<file path="src/rtl/bcd_counter_nd_if.sv">
// Counter control/status bundle: count and load controls in, value, carry-out and load error out.
// The master drives the controls; the slave is the counter and drives the status.
interface bcd_counter_nd_if #(
    parameter int DIGITS = 3
);
    logic                  cin;
    logic                  up;
    logic                  load;
    logic [4*DIGITS-1:0]   load_val;
    logic                  cout;
    logic [4*DIGITS-1:0]   q;
    logic                  load_err;

    modport master (
        output cin, up, load, load_val,
        input  cout, q, load_err
    );

    modport slave (
        input  cin, up, load, load_val,
        output cout, q, load_err
    );
endinterface

</file>
<file path="src/rtl/bcd_counter_nd.sv">
// N-digit up/down BCD counter with checked parallel load and wrap/saturate at terminal count.
// q updates one cycle after a load or step; cout is combinational so instances chain on the same edge.
module bcd_counter_nd #(
    parameter int DIGITS   = 3,
    parameter bit SATURATE = 1'b0
) (
    input  logic            clk,
    input  logic            rst,
    bcd_counter_nd_if.slave bus
);
    localparam int W = 4 * DIGITS;

    logic [W-1:0]      q_r;
    logic [W-1:0]      q_inc;
    logic [W-1:0]      q_dec;
    logic [W-1:0]      q_nxt;
    logic              load_err_r;
    logic [DIGITS-1:0] is9;
    logic [DIGITS-1:0] is0;
    logic [DIGITS-1:0] dig_ok;
    logic [DIGITS-1:0] carry;
    logic [DIGITS-1:0] borrow;
    logic              tc_up;
    logic              tc_dn;
    logic              at_tc;
    logic              load_ok;
    logic              step_en;

    for (genvar i = 0; i < DIGITS; i++) begin : g_digit
        logic [3:0] d;
        logic [3:0] lv;

        assign d          = q_r[4*i +: 4];
        assign lv         = bus.load_val[4*i +: 4];
        assign is9[i]     = (d == 4'd9);
        assign is0[i]     = (d == 4'd0);
        assign dig_ok[i]  = (lv <= 4'd9);
        assign q_inc[4*i +: 4] = !carry[i]  ? d : ((d == 4'd9) ? 4'd0 : d + 4'd1);
        assign q_dec[4*i +: 4] = !borrow[i] ? d : ((d == 4'd0) ? 4'd9 : d - 4'd1);
    end

    // carry[i]/borrow[i]: every digit below i is 9 (resp. 0), computed from q_r in one pass
    always_comb begin
        carry     = '0;
        borrow    = '0;
        carry[0]  = 1'b1;
        borrow[0] = 1'b1;
        for (int i = 1; i < DIGITS; i++) begin
            carry[i]  = carry[i-1]  & is9[i-1];
            borrow[i] = borrow[i-1] & is0[i-1];
        end
    end

    assign tc_up   = &is9;
    assign tc_dn   = &is0;
    assign at_tc   = bus.up ? tc_up : tc_dn;
    assign load_ok = &dig_ok;
    assign step_en = bus.cin & ~(SATURATE & at_tc);

    always_comb begin
        q_nxt = q_r;
        if (bus.load) begin
            if (load_ok) begin
                q_nxt = bus.load_val;
            end
        end else if (step_en) begin
            q_nxt = bus.up ? q_inc : q_dec;
        end
    end

    always_ff @(posedge clk) begin
        if (rst) begin
            q_r        <= '0;
            load_err_r <= 1'b0;
        end else begin
            q_r        <= q_nxt;
            load_err_r <= bus.load & ~load_ok;
        end
    end

    assign bus.q        = q_r;
    assign bus.load_err = load_err_r;
    assign bus.cout     = bus.cin & ~bus.load & ~rst & at_tc;
endmodule

</file>
<file path="src/flat_wrapper.sv">
// flat-port wrapper written by rule: the top's interface ports become plain ports
module bcd_counter_nd_flat 
#(
    parameter int DIGITS   = 3,
    parameter bit SATURATE = 1'b0
)
  (clk, rst, bus_cin, bus_up, bus_load, bus_load_val, bus_cout, bus_q, bus_load_err);
  bcd_counter_nd_if #(.DIGITS(DIGITS)) bus_i ();
  input  logic clk;
  input  logic rst;
  input wire logic [$bits(bus_i.cin)-1:0] bus_cin;
  input wire logic [$bits(bus_i.up)-1:0] bus_up;
  input wire logic [$bits(bus_i.load)-1:0] bus_load;
  input wire logic [$bits(bus_i.load_val)-1:0] bus_load_val;
  output wire logic [$bits(bus_i.cout)-1:0] bus_cout;
  output wire logic [$bits(bus_i.q)-1:0] bus_q;
  output wire logic [$bits(bus_i.load_err)-1:0] bus_load_err;
  assign bus_i.cin = bus_cin;
  assign bus_i.up = bus_up;
  assign bus_i.load = bus_load;
  assign bus_i.load_val = bus_load_val;
  assign bus_cout = bus_i.cout;
  assign bus_q = bus_i.q;
  assign bus_load_err = bus_i.load_err;
  bcd_counter_nd #(.DIGITS(DIGITS), .SATURATE(SATURATE)) u_core (.clk(clk), .rst(rst), .bus(bus_i));
endmodule
</file>
<file path="config.mk">
export PLATFORM = sky130hd
export DESIGN_NAME = bcd_counter_nd_flat
export DESIGN_NICKNAME = d
export VERILOG_FILES = /design/src/rtl/bcd_counter_nd_if.sv /design/src/rtl/bcd_counter_nd.sv /design/src/flat_wrapper.sv
export SDC_FILE = /design/constraint.sdc
export NUM_CORES = 1
export LEC_CHECK = 0
export ABC_AREA = 1
export CORE_MARGIN = 4
export CORE_UTILIZATION = 65
export CTS_BUF_LIST = sky130_fd_sc_hd__clkbuf_4 sky130_fd_sc_hd__clkbuf_8
export CTS_CLUSTER_DIAMETER = 30
export DETAILED_ROUTE_END_ITERATION = 8
export DONT_BUFFER_PORTS = 1
export GPL_TIMING_DRIVEN = 1
export HOLD_SLACK_MARGIN = 0.03
export PLACE_DENSITY = 0.88
export SLEW_MARGIN = 40
export SYNTH_ARGS = -nofsm -noshare
export SYNTH_HDL_FRONTEND = slang
export SYNTH_SLANG_ARGS = --single-unit
</file>
<file path="constraint.sdc">
create_clock -name clk -period 1.51 [get_ports clk]
set_input_delay 0.151 -clock clk [delete_from_list [all_inputs] [get_ports clk]]
set_output_delay 0.151 -clock clk [all_outputs]
set_load 0.05 [all_outputs]
</file>
# [Word-level counts from Yosys, hierarchy flattened]
# Cells that the tools add are included.
[totals] reg_bits=13 out_inout_bits=14 wordCells=55
[op_classes] addsub=6 magnitude_cmp=3 n_eq_ne=6 muxes=15 n_bitwise=9 reduce_logical=12
[op_table] cell="12-bit two-way mux" count=4
[op_table] cell="4-bit two-way mux" count=10
[op_table] cell="4-bit by 1-bit adder with 4-bit output (second input constant)" count=3
[op_table] cell="4-bit equality test (second input constant)" count=3
[op_table] cell="4-bit less-or-equal comparator (second input constant)" count=3
[op_table] cell="4-bit zero test" count=3
[op_table] cell="4-bit by 1-bit subtractor with 4-bit output (second input constant)" count=3
[op_table] cell="3-bit AND reduction" count=3
[op_table] cell="4-bit AND reduction" count=2
[op_table] cell="1-bit AND" count=6
[op_table] cell="3-bit by 1-bit inequality test with 1-bit output (second input constant)" count=2
[op_table] cell="3-bit nonzero test" count=2
[op_table] cell="1-bit inverter" count=3
[op_table] cell="2-bit by 1-bit inequality test with 1-bit output (second input constant)" count=1
[op_table] cell="2-bit AND reduction" count=1
[op_table] cell="2-bit nonzero test" count=1
[op_table] cell="1-bit two-way mux" count=1

# [Depth between registers and ports, before layout]
# Gate-level depths: netlist of the first run.
[logic_depth] word_depth=6 mapped_depth=11

# [Worst setup path after synthesis of the first run]
# OpenSTA, ideal clock, no wires.
[synth_path] path_kind="register to output" from="register u_core.q_r[7] (netlist: u_core.bus.q[7])" to="output port bus_cout" arrival_ns=2.128 required_time_ns=1.359 setup_slack_ns=-0.769 path_stages_with_launch=6 cell_sequence="dfxtp_1 -> inv_2 -> nor2_4 -> nand2_2 -> or3_1 -> a21oi_1"
[synth_between] elab_chain_len=4
[synth_rtl] element="from (decl)" line="bcd_counter_nd.sv:13" text="logic [W-1:0] q_r;"
[synth_rtl] element="from (signal assigned)" line="bcd_counter_nd.sv:76" text="q_r <= q_nxt;"
[synth_rtl] element="4-bit equality test or 4-bit zero test (tied branches)" line="bcd_counter_nd.sv:35, bcd_counter_nd.sv:36"
[synth_rtl] element="3-bit AND reduction, on equally long branches" line="bcd_counter_nd.sv:54, bcd_counter_nd.sv:55"
[synth_rtl] element="1-bit two-way mux *" line="bcd_counter_nd.sv:56" text="assign at_tc = bus.up ? tc_up : tc_dn;"
[synth_rtl] element="1-bit AND *" line="bcd_counter_nd.sv:83" text="assign bus.cout = bus.cin & ~bus.load & ~rst & at_tc;"
[synth_rtl] element="to (decl)" line="flat_wrapper.sv:15" text="output wire logic [$bits(bus_i.cout)-1:0] bus_cout;"
# Every way passes the cells marked *; elsewhere a longest branch is shown, timed or not.

# [Worst setup path after layout of the first run]
[layout_path] from="register u_core.q_r[4] (netlist: u_core.bus.q[4])" to="output port bus_cout"
# Same word-level chain as after synthesis.

==> impl_metrics.csv, run 1 <==
group,metric,value,unit
route,num_vias,1415,
setup_path,arrival,1.58,ns
clock_network,ctsHtreeMaxLevel,1,
place,place_area,0.00135,mm2
setup_path,cp_slowest_stage_delay,0.40,ns
pwr,switching_share,43.9,%
timing,worst_pin_slew,0.497,ns
place,io_buffer_count,0,
die,die_x,50.3,um
route,wl_per_cell,12.5,um
flow_run,max_cap_violations,0,
clock_network,clk_pin_slew_worst_paths,0.09,ns
place,gp_congestion,0.976,
clock_network,clock_sinks,13,
pwr,leakage,0.742,nW
global_route,gr-total-overflow,0,
timing,hold_viol,0,
setup_path,endpoint,"bus_cout",
timing,setup_violations,1,
route,detail_route.vias_per_cell,5.53,
final_layout,drive_gt1_share,26.0,%
setup_path,critPathTopFamily,"simple AND/OR/NAND/NOR gates",
die,die_y,50.3,um
die,fp.dieArea,0.00253,mm2
timing,relSlewSlack,66.5,%
setup_path,worstPathRequired,1.36,ns
die,initial_core_util,68.0,%
outcome,outcome,"finished with violations",
die,core_area,0.00171,mm2
timing,fmax,0.579,GHz
setup_path,r2r_start,"u_core.bus.q[7]$_SDFFE_PP0P_",
pwr,peakVddDrop,0.000708,V
pwr,internal-power,0.000671,W
timing,worst_slack,-0.218,ns
yosys,synth_nets,227,
setup_path,path_class,"register to output port",
setup_path,r2r-end,"u_core.bus.q[11]$_SDFFE_PP0P_",
pwr,comb_power_share,42.5,%
clock_network,cts_root_buffer,"clkbuf_4",
route,drtIter0Drc,54,
route,wirelength,3210,um
place,place_hpwl,2410,um
final_layout,fin_area,0.00142,mm2
global_route,grt_max_degree,20,
yosys,syn_area_per_cell,5.53,um2
pwr,power_density,841,mW/mm2
timing,period_share,114,%
yosys,ys_types,20,
outcome,violations,"setup timing",
yosys,netlist_instances,210,
route,drc,0,
setup_path,ff2ff_path_depth,9,
timing,whs,0.0775,ns
setup_path,critPathLaunchType,"register",
setup_path,worst_path_max_delay_cell,"or3_4",
setup_path,worst-path-stages,6,
setup_path,startpoint,"u_core.bus.q[4]$_SDFFE_PP0P_",
min_path,hold_class,"input port to register",
die,std_cell_rows,15,
die,pin_count,31,
timing,finClkSkew,0.00132,ns
pwr,switchingPower,0.000524,W
clock_network,cts_buffers,3,
global_route,grt_pass1_wl,5550,um
clock_network,insertion_delay,0.29,ns
yosys,seq_area_frac_synth,22.4,%
clock_network,cts_buffer_depth,2,
global_route,grt_use_total,28.3,%
setup_path,regToRegSetupSlack,0.14,ns
yosys,ys_warn_count,0,
timing,rsz0062_at_grt,"true",
global_route,antenna_found_initial,0,
route,ant_nets,0,
yosys,synth_seq_cells,13,
pwr,power_frac_clock,21.5,%
setup_path,cp_num_buf_inv,2,
setup_path,cp_max_fo,4,
setup_path,path_cells,"inv_2 > nor2_2 > nand2_2 > or3_4 > a21oi_4 > buf_12",
global_route,grt_pass1_vias,1324,
final_layout,diodes,0,
yosys,synth_area,0.00116,mm2
route,dr.pass1.iters,5,
timing,drv_slew,0,
final_layout,nNetsFinal,249,
final_layout,synthToLayoutAreaGrowth,22.3,%
setup_path,cp-end-kind,"output port",
timing,period_minus_slack,1.73,ns
pwr,seq_power_share,36.0,%
timing,tns,-0.218,ns
clock_network,cts_tree,"built",
power by group through the flow:
| stage | combinational (W) | clock (W) | sequential [W] |
|---|---|---|---|
| after floorplan | 0.000273 | 0 | 0.000540 |
| after global placement | 0.000475 | 0 | 0.000435 |
| after detailed placement | 0.000483 | 0 | 0.000439 |
| after CTS | 0.000502 | 0.000257 | 0.000426 |
| after global routing | 0.000563 | 0.000277 | 0.000435 |
| final | 0.000508 | 0.000257 | 0.000430 |
sequential cells by signal, summed over array words and instances (netlist names):
signal / count
u_core.bus.load_err: 1
u_core.bus.q: 12
worst min path at each step:
stage,startpoint,endpoint,cells past startpoint,slack (ns)
final,bus_load,u_core.bus.q[8]$_SDFFE_PP0P_,3,0.08
after global routing,bus_load_val[10],u_core.bus.q[10]$_SDFFE_PP0P_,4,0.10
after CTS,bus_load,u_core.bus.q[8]$_SDFFE_PP0P_,3,0.08
after detailed placement,rst,u_core.bus.load_err$_SDFF_PP0_,1,0.23
after global placement,rst,u_core.bus.load_err$_SDFF_PP0_,1,0.23
after floorplan,rst,u_core.bus.load_err$_SDFF_PP0_,1,0.22
placed cells by master, fill, tap and decap left out, types with 2 or more instances in the layout:
master and n:
a21oi_1 6, buf_4 17, clkbuf_4 4, dfxtp_2 8, dfxtp_4 4, dlygate4sd3_1 2, inv_1 21, inv_2 4
inv_4 2, nand2_1 64, nand2_2 7, nand2_4 2, nand3_1 19, nand4_1 6, nor2_1 33, nor2_2 3
nor2_4 5, o21ai_0 15, o21ai_1 2
final cells by class:
cell class	instances	area, um2
multi-input cells	167	800
fillers	113	288
flip-flops and latches	13	285
repair buffers	20	168
inverters	27	106
well taps	25	31.3
clock buffers	4	30.0
cell usage after synthesis, drive strengths merged:
master | instances | share of area [%]
nor2 | 41 | 16
nand4 | 6 | 3.2
inv | 27 | 8.7
dfxtp | 13 | 22
or3 | 1 | 0.54
buf | 2 | 1.9
a21oi | 7 | 3.0
o211ai | 1 | 0.65
o21ai | 17 | 7.3
clkbuf | 1 | 0.32
nand3 | 19 | 8.2
nand2 | 73 | 26
or2 | 1 | 0.54
nor3 | 1 | 0.43
per-stage QoR:
step	instances	power, W	util, %	worst slack (ns)
2_1_floorplan	210	0.000813	-	-0.0472
3_3_place_gp	248	0.000910	78.9	0.0834
3_5_place_dp	248	0.000922	78.9	0.0629
4_1_cts	256	0.00118	82.7	-0.211
5_1_grt	256	0.00128	83.2	-0.261
6_report	256	0.00119	83.2	-0.218
per-layer routing:
layer	share of wire [%]	GRT usage (%)	wire, um	up-vias
li1	-	-	-	711
met1	40	31.1	1280	625
met2	50	51.1	1610	72
met3	7.9	5.93	254	7
met4	2.0	13.4	63	0
met5	0	0	0	-
worst min-delay path, stage by stage:
cell and delay, ns:
o21ai_0 0.05, nor2_1 0.09, nor2_1 0.04
kinds of logic (layout without fill, tap and decap cells):
group / Yosys count / count (layout) / synth area share, %
DFF: 13 / 13 / 22.4
buffers and inverters: 30 / 51 / 11.0
AOI/OAI and AO/OA: 25 / 25 / 11.0
and+or+nand+nor: 142 / 142 / 55.6
repair_timing:
action                                 in CTS  in global routing
pin swaps                                   2                  0
cloned                                      0                  0
hold buffers                                2                  0
gates resized for setup                     0                  3
endpoints found under the hold margin       1                  0
setup endpoints to repair                   1                  2
buffers inserted                            2                  0
(Power assumes the default switching activity.)
==> run 2, diff against run 1 <==
Settings changed: MAX_ROUTING_LAYER from default to met4.
==> run 2 against run 1 <==
Effect of this change:
- the flow still finishes with violations (setup timing)
- die area unchanged
- setup slack is essentially flat
- core utilization stayed put
- final cell count is the same
- register-to-register slack about the same
- critical path depth is the same
- first-iteration DRC count unchanged
- largest cell class unchanged
==> impl_metrics.csv, run 2 (same netlist as run 1, synthesis figures left out) <==
group,metric,value,unit
outcome,outcome,"finished with violations",
place,place_hpwl,2410,um
setup_path,critPathLaunchType,"register",
final_layout,diodes,0,
final_layout,layout_commonest_cell,"nand2_1",
route,num_vias,1418,
flow_run,max_cap_violations,0,
route,drtIter0Drc,54,
timing,relSlewSlack,66.5,%
route,wl_per_cell,12.5,um
pwr,peakVddDrop,0.000707,V
route,dr.pass1.iters,5,
timing,drv_slew,0,
setup_path,worstPathRequired,1.36,ns
clock_network,cts_buffers,3,
setup_path,cp_max_fo,4,
final_layout,nNetsFinal,249,
clock_network,cts_tree,"built",
die,pin_count,31,
die,die_y,50.3,um
route,detail_route.vias_per_cell,5.54,
setup_path,cp-end-kind,"output port",
pwr,power_frac_clock,21.5,%
die,core_area,0.00171,mm2
pwr,leakage,0.742,nW
global_route,gr-total-overflow,0,
timing,period_share,114,%
pwr,switching_share,43.9,%
clock_network,insertion_delay,0.29,ns
timing,hold_viol,0,
place,post-place-ws,0.0629,ns
outcome,violations,"setup timing",
global_route,grt_pass1_wl,5550,um
timing,setup_violations,1,
final_layout,num-fill-cells,113,
timing,finClkSkew,0.00293,ns
place,place_area,0.00135,mm2
setup_path,arrival,1.58,ns
clock_network,clk_pin_slew_worst_paths,0.09,ns
clock_network,clock_sinks,13,
route,ant_nets,0,
setup_path,regToRegSetupSlack,0.14,ns
min_path,hold_depth,3,
die,die_x,50.3,um
clock_network,ctsHtreeMaxLevel,1,
final_layout,postLayoutCoreUtil,83.2,%
pwr,finalPower,0.00119,W
pwr,power_density,841,mW/mm2
timing,rsz0062_at_grt,"true",
min_path,hold_class,"input port to register",
setup_path,path_class,"register to output port",
global_route,grt_use_total,29.1,%
timing,worst_pin_slew,0.497,ns
route,drc,0,
pwr,seq_power_share,36.0,%
pwr,internal-power,0.000671,W
place,io_buffer_count,0,
die,initial_core_util,68.0,%
final_layout,fin_area,0.00142,mm2
global_route,antenna_found_initial,0,
global_route,grt_pass1_vias,1325,
final_layout,drive_gt1_share,26.0,%
timing,period_minus_slack,1.73,ns
pwr,switchingPower,0.000524,W
die,std_cell_rows,15,
pwr,comb_power_share,42.5,%
clock_network,cts_buffer_depth,2,
final_layout,synthToLayoutAreaGrowth,22.3,%
setup_path,ff2ff_path_depth,10,
route,wirelength,3190,um
final_layout,multi_input_area,800,um2
final_layout,regArea,285,um2
clock_network,cts_root_buffer,"clkbuf_4",
final_layout,largest_reg_flops,12,
timing,fmax,0.579,GHz
global_route,grt_max_degree,20,
timing,worst_slack,-0.217,ns
die,fp.dieArea,0.00253,mm2
place,gp_congestion,0.994,
final_layout,layout_common_cells,"64 x nand2_1, 33 x nor2_1, 21 x inv_1, 19 x nand3_1, 17 x buf_4",
run 2: worst paths after layout:
kind | startpoint | endpoint
setup / recovery | u_core.bus.q[4]$_SDFFE_PP0P_ | bus_cout
hold / removal | bus_load | u_core.bus.q[8]$_SDFFE_PP0P_
setup reg to reg | u_core.bus.q[7]$_SDFFE_PP0P_ | u_core.bus.q[11]$_SDFFE_PP0P_
hold reg to reg | u_core.bus.q[9]$_SDFFE_PP0P_ | u_core.bus.q[9]$_SDFFE_PP0P_
run 2: repair_timing:
| item | CTS | global route |
|---|---|---|
| cloned | 0 | 0 |
| hold buffers | 2 | 0 |
| endpoints found under the hold margin | 1 | 0 |
| pin swaps | 2 | 0 |
| resized for setup | 0 | 3 |
| endpoints found under the setup margin | 1 | 2 |
| setup buffers | 2 | 0 |
run 2: power by group through the flow:
stage,clock network (W),registers (W),logic [W]
5_1_grt,0.000277,0.000435,0.000563
3_5_place_dp,0,0.000439,0.000483
2_1_floorplan,0,0.000540,0.000273
3_3_place_gp,0,0.000435,0.000475
4_1_cts,0.000257,0.000426,0.000502
6_report,0.000257,0.000430,0.000507
run 2: worst max-delay path, stage by stage (launching register included):
cell     delay (ns)
dfxtp_4        0.38
inv_2          0.05
nor2_2         0.08
nand2_2        0.07
or3_4          0.40
a21oi_4        0.15
buf_12         0.15
run 2: layout make-up:
class	instances	share of cell area [%]
multi-input cells	167	56.3
well taps	25	2.20
clock buffers	4	2.11
flip-flops and latches	13	20.1
repair buffers	20	11.8
inverters	27	7.49
run 2: stage by stage:
step,hold WS [ns],TNS [ns],instances
2_1_floorplan,0.223,-0.0472,210
3_3_place_gp,0.226,0,248
3_5_place_dp,0.226,0,248
4_1_cts,0.0762,-0.211,256
5_1_grt,0.103,-0.261,256
6_report,0.0802,-0.217,256
run 2: routing by layer:
metal  up-vias  track usage, %  part of all wire [%]
met5         -               -                     0
met4         0            13.4                   2.0
met3         7            5.93                   7.8
met2        76            51.1                    50
met1       623            31.1                    40
li1        712               -                     -
